--- config.mk ---
export PLATFORM = sky130hd
export DESIGN_NAME = ad_sample
export DESIGN_NICKNAME = d
export VERILOG_FILES = /design/src/rtl/ad_sample.sv
export SDC_FILE = /design/constraint.sdc
export NUM_CORES = 1
export LEC_CHECK = 0
export BUFFER_PORTS_ARGS = -buffer_cell sky130_fd_sc_hd__buf_2
export CORE_MARGIN = 10
export CORE_UTILIZATION = 29
export CTS_CLUSTER_SIZE = 28
export DETAILED_ROUTE_END_ITERATION = 10
export PLACE_DENSITY = 0.57
export SLEW_MARGIN = 20
export SYNTH_ARGS = -nofsm -noshare
export SYNTH_HDL_FRONTEND = slang
export SYNTH_SLANG_ARGS = --single-unit
--- constraint.sdc ---
create_clock -name clk_6_4m -period 3.2 [get_ports clk_6_4m]
set_input_delay 0.64 -clock clk_6_4m [delete_from_list [all_inputs] [get_ports clk_6_4m]]
set_output_delay 0.64 -clock clk_6_4m [all_outputs]
set_load 0.01 [all_outputs]
--- src/rtl/ad_sample.sv ---
// ---------------------------------------------------------------------------
// ad_sample -- frame-based ADC sampler.
//
// Captures N_SAMPLES codes from a 10-bit offset-binary ADC at a rate selected
// by key_value. Each captured code is presented as a two's-complement sample
// with its index. The frame maximum, minimum and peak-to-peak of the raw codes
// are published when the frame completes.
//
// Ports
//   clk_6_4m    in   1      sole clock, 6.4 MHz
//   rst_n       in   1      asynchronous active-low reset
//   ad_data     in   10     ADC code, offset binary, asynchronous
//   key_value   in   1      rate select (0: DIV_FAST, 1: DIV_SLOW), asynchronous
//   start       in   1      single-cycle frame capture request
//   busy        out  1      high while a frame is in progress
//   samp_valid  out  1      strobe qualifying samp_data / samp_index
//   samp_data   out  10     two's-complement sample
//   samp_index  out  IDX_W  sample index within the frame
//   frame_done  out  1      pulse after the last sample of a frame
//   ad_max      out  10     frame maximum (raw code)
//   ad_min      out  10     frame minimum (raw code)
//   ad_pp       out  10     ad_max - ad_min
// ---------------------------------------------------------------------------
module ad_sample #(
  parameter int N_SAMPLES = 1024,
  parameter int DIV_FAST  = 10,
  parameter int DIV_SLOW  = 25,
  localparam int IDX_W    = (N_SAMPLES > 1) ? $clog2(N_SAMPLES) : 1
) (
  input  logic             clk_6_4m,
  input  logic             rst_n,
  input  logic [9:0]       ad_data,
  input  logic             key_value,
  input  logic             start,
  output logic             busy,
  output logic             samp_valid,
  output logic [9:0]       samp_data,
  output logic [IDX_W-1:0] samp_index,
  output logic             frame_done,
  output logic [9:0]       ad_max,
  output logic [9:0]       ad_min,
  output logic [9:0]       ad_pp
);

  localparam int DIV_MAX = (DIV_SLOW > DIV_FAST) ? DIV_SLOW : DIV_FAST;
  localparam int CNT_W   = (DIV_MAX > 1) ? $clog2(DIV_MAX) : 1;

  typedef enum logic [1:0] {
    IDLE    = 2'd0,
    CAPTURE = 2'd1,
    DONE    = 2'd2
  } state_t;

  // Offset binary to two's complement: flipping the MSB subtracts 512.
  function automatic logic [9:0] to_twos(input logic [9:0] code);
    return {~code[9], code[8:0]};
  endfunction

  state_t             state_q;
  logic [9:0]         ad_reg_q;
  logic               key_meta_q;
  logic               key_sync_q;
  logic               rate_sel_q;
  logic [CNT_W-1:0]   div_cnt_q;
  logic [IDX_W-1:0]   samp_cnt_q;
  logic [9:0]         run_max_q;
  logic [9:0]         run_min_q;
  logic               busy_q;
  logic               samp_valid_q;
  logic [9:0]         samp_data_q;
  logic [IDX_W-1:0]   samp_index_q;
  logic               frame_done_q;
  logic [9:0]         ad_max_q;
  logic [9:0]         ad_min_q;
  logic [9:0]         ad_pp_q;

  logic [CNT_W-1:0]   div_last_s;
  logic               last_samp_s;
  logic [9:0]         run_max_d;
  logic [9:0]         run_min_d;

  // Divider terminal count, last-sample flag and running extremes including ad_reg_q.
  always_comb begin
    div_last_s  = rate_sel_q ? CNT_W'(DIV_SLOW - 1) : CNT_W'(DIV_FAST - 1);
    last_samp_s = (samp_cnt_q == IDX_W'(N_SAMPLES - 1));
    // Strict compares: a sample equal to the current extreme leaves it as is.
    if (ad_reg_q > run_max_q) begin
      run_max_d = ad_reg_q;
    end else begin
      run_max_d = run_max_q;
    end
    if (ad_reg_q < run_min_q) begin
      run_min_d = ad_reg_q;
    end else begin
      run_min_d = run_min_q;
    end
  end

  // Input registers, key synchronizer, capture FSM and all registered outputs.
  always_ff @(posedge clk_6_4m or negedge rst_n) begin
    if (!rst_n) begin
      state_q      <= IDLE;
      ad_reg_q     <= 10'd0;
      key_meta_q   <= 1'b0;
      key_sync_q   <= 1'b0;
      rate_sel_q   <= 1'b0;
      div_cnt_q    <= '0;
      samp_cnt_q   <= '0;
      run_max_q    <= 10'd0;
      run_min_q    <= 10'h3FF;
      busy_q       <= 1'b0;
      samp_valid_q <= 1'b0;
      samp_data_q  <= 10'd0;
      samp_index_q <= '0;
      frame_done_q <= 1'b0;
      ad_max_q     <= 10'd0;
      ad_min_q     <= 10'h3FF;
      ad_pp_q      <= 10'd0;
    end else begin
      ad_reg_q     <= ad_data;
      key_meta_q   <= key_value;
      key_sync_q   <= key_meta_q;
      samp_valid_q <= 1'b0;
      frame_done_q <= 1'b0;
      case (state_q)
        IDLE: begin
          if (start) begin
            // Rate is frozen for the whole frame at acceptance.
            rate_sel_q <= key_sync_q;
            div_cnt_q  <= '0;
            samp_cnt_q <= '0;
            run_max_q  <= 10'd0;
            run_min_q  <= 10'h3FF;
            busy_q     <= 1'b1;
            state_q    <= CAPTURE;
          end else begin
            busy_q     <= 1'b0;
          end
        end
        CAPTURE: begin
          if (div_cnt_q == div_last_s) begin
            div_cnt_q    <= '0;
            samp_valid_q <= 1'b1;
            samp_data_q  <= to_twos(ad_reg_q);
            samp_index_q <= samp_cnt_q;
            run_max_q    <= run_max_d;
            run_min_q    <= run_min_d;
            if (last_samp_s) begin
              state_q    <= DONE;
            end else begin
              samp_cnt_q <= samp_cnt_q + IDX_W'(1);
            end
          end else begin
            div_cnt_q    <= div_cnt_q + CNT_W'(1);
          end
        end
        DONE: begin
          // Running extremes already include the last sample here.
          frame_done_q <= 1'b1;
          ad_max_q     <= run_max_q;
          ad_min_q     <= run_min_q;
          ad_pp_q      <= run_max_q - run_min_q;
          busy_q       <= 1'b0;
          state_q      <= IDLE;
        end
        default: begin
          busy_q       <= 1'b0;
          state_q      <= IDLE;
        end
      endcase
    end
  end

  assign busy       = busy_q;
  assign samp_valid = samp_valid_q;
  assign samp_data  = samp_data_q;
  assign samp_index = samp_index_q;
  assign frame_done = frame_done_q;
  assign ad_max     = ad_max_q;
  assign ad_min     = ad_min_q;
  assign ad_pp      = ad_pp_q;

endmodule

==> flow_summary.yaml <==
run_status:
  status: "finished clean"
synth:
  ys_seq_elements: 103
  syn-num-nets: 508
  syn_area_per_cell_um2: 10.27
  synth_area_um2: 4755
  syn_inst: 463
  async_flop_share_pct: 100.0
  synth_flop_cell: "dfrtp_1"
  seq_area_frac_synth_pct: 54.74
  synth_edf_count: 0
  yosysUniqueCellTypes: 47
  synth_warnings: 0
timing:
  timing.final.crit_period_ns: 2.300
  setup_viol: 0
  slew_headroom_pct: 44.90
  fmax_mhz: 434.7
  min_period_over_period_pct: 71.88
  tns_ns: 0
  hold_violations: 0
  maxSlewViolCount: 0
  hold_ws_ns: 0.3555
  skew_ns: 0.009144
  worst_pin_slew_ns: 0.8264
  rsz0062_at_grt: "no"
route:
  wl_per_cell_um: 15.16
  routed_wl_um: 11340
  ant_nets: 0
  first_pass_iters: 4
  viasPerCell: 4.564
  vias: 3414
  drtIter0Drc: 173
  drcViolationCount: 0
worst_hold_path:
  hold_class: "reg -> reg"
critical_path:
  crit_path_max_incr_delay_ns: 0.55
  slowest_stage: "dfstp_2"
  cp_num_buf_inv: 2
  path_class: "reg -> reg"
  cp_max_fo: 12
  cp_data_arrival_time_ns: 2.57
  cp-end-kind: "flip-flop"
  cp_cell_sequence: "inv_1 -> ha_1 -> nand4_1 -> nor3_1 -> a221oi_1 -> o211ai_1 -> buf_4 -> nand2_1 -> o21ai_0"
  worst-endpoint-required_ns: 3.47
  crit_family: "compound AO/OA/AOI/OAI gates"
  cp-start-kind: "flip-flop"
pwr:
  power_leakage_nw: 2.640
  power.density_nw_per_um2: 612.0
  ir_worst_vdd_mv: 0.2868
clock_network:
  root_buffer: "clkbuf_16"
  cts-htree-levels: 3
  clkLatencyLatePin_ns: 0.34
  cts_tree: "built"
  cts_resized: 0
  clk_pin_slew_ns: 0.07
  numClockSinks: 103
  postCtsSetupBuffers: 0
  hold_buffers: 0
  cts_buffer_depth: 2
  cts_buffers: 9
die:
  rows: 46
  ios: 67
  die_height_um: 148.0
  start_util_pct: 29.72
  die_x_um: 148.0
  dieArea_um2: 21920
  core-area_um2: 16000
finish:
  n_antenna_cell: 0
  layout_commonest_cell: "nand2_1"
  mostFrequentLayoutCells: "88 x nand2_1, 83 x dfrtp_1, 65 x buf_2, 60 x o21ai_0, 30 x ha_1"
  drive_above_1_share_pct: 23.50
  fin_cells: 748
  nNetsFinal: 572
  area_delta_synth_final_pct: 18.24
grt:
  grt_start_max_net_pins: 65
  antenna_found_initial: 0
  grt.total_usage_pct: 10.59
  grt_pass1_vias: 3437
  gr-total-overflow: 0
  grt_pass1_wl_um: 18690
place:
  io_buffers: 66
  place.gp.congestion: 0.8525
  placed_cells: 732
  dp_hpwl_um: 8466
flow_run:
  drv_cap: 0
-- final timing paths --
kind | start | endpoint | slack, ns | cells after the start
max | run_min_q[9] | run_min_q[5] | 0.90 | 9
min in group asynchronous | rst_n | ad_max[6] | 0.39 | 1
min reg2reg | key_meta_q | key_sync_q | 0.36 | 0
max reg2reg | run_min_q[9] | run_min_q[5] | 0.90 | 9
max in group asynchronous | rst_n | ad_min[9] | 2.04 | 2
min | key_meta_q | key_sync_q | 0.36 | 0
-- registers in the layout (all words and copies together), names as in the netlist, 2 cells and up --
register,count
run_min_q,10
div_cnt_q,5
ad_reg_q,10
run_max_q,10
ad_max,10
samp_cnt_q,10
ad_min,10
samp_data,10
ad_pp,10
state_q,2
samp_index,10
-- metrics by stage --
step           worst slack (ns)  utilization (%)  total power, mW  area [µm²]
2_1_floorplan             1.125                -            2.130        4755
3_3_place_gp             0.9674            33.31            2.354        5330
3_5_place_dp             0.9056            33.31            2.380        5330
4_1_cts                  0.8864            35.13            3.486        5622
5_1_grt                  0.7390            35.13            3.681        5622
6_report                 0.8997            35.13            3.441        5622
-- cell type report --
| cell class | count | area, µm² |
|---|---|---|
| clock buffer | 11 | 232.7 |
| clock inverter | 5 | 58.81 |
| fill | 1663 | 10380 |
| inverter | 25 | 93.84 |
| multi-input combinational | 317 | 1981 |
| sequential | 103 | 2603 |
| tap | 216 | 270.3 |
| timing repair buffer | 71 | 382.9 |
-- cell families after synthesis --
group / synth area share (%)
xor gates and xnor gates: 1.474
AOI/OAI and AO/OA: 14.87
buffers and inverters: 3.658
adders and majority gates: 8.316
DFF: 54.74
and+or+nand+nor: 14.34
muxes: 2.605
-- cell usage after synthesis (3+ instances only) --
cell | n | area [µm²]
xnor2_1 | 6 | 52.55
nor2b_1 | 3 | 18.77
nand4_1 | 4 | 25.02
nand2b_1 | 7 | 43.79
nor3_1 | 3 | 15.01
a21o_1 | 6 | 45.04
o21ai_0 | 60 | 300.3
dfstp_2 | 20 | 525.5
o31ai_1 | 6 | 45.04
buf_2 | 3 | 15.01
dfrtp_1 | 83 | 2077
and2_1 | 3 | 18.77
nor2_1 | 27 | 101.4
a21oi_1 | 9 | 45.04
inv_1 | 24 | 90.09
clkbuf_1 | 13 | 48.80
a22o_1 | 10 | 87.58
nand2_1 | 88 | 330.3
ha_1 | 30 | 375.4
a31oi_1 | 4 | 25.02
mux2_2 | 11 | 123.9
nand3_1 | 10 | 50.05
-- per-layer routing --
| metal | wire length (µm) | GRT usage, % | vias up |
|---|---|---|---|
| met5 | 0 | 0 | - |
| met4 | 110 | 2.527 | 0 |
| met3 | 836 | 4.182 | 13 |
| met1 | 5412 | 14.06 | 1600 |
| li1 | - | - | 1719 |
| met2 | 4982 | 15.75 | 82 |
-- power breakdown --
group / switching, mW / internal (mW)
sequential: 0.0918 / 1.43
clock: 0.477 / 0.607
combinational: 0.467 / 0.368
total: 1.04 / 2.40
Note: power is estimated with default switching activity, not from simulation.
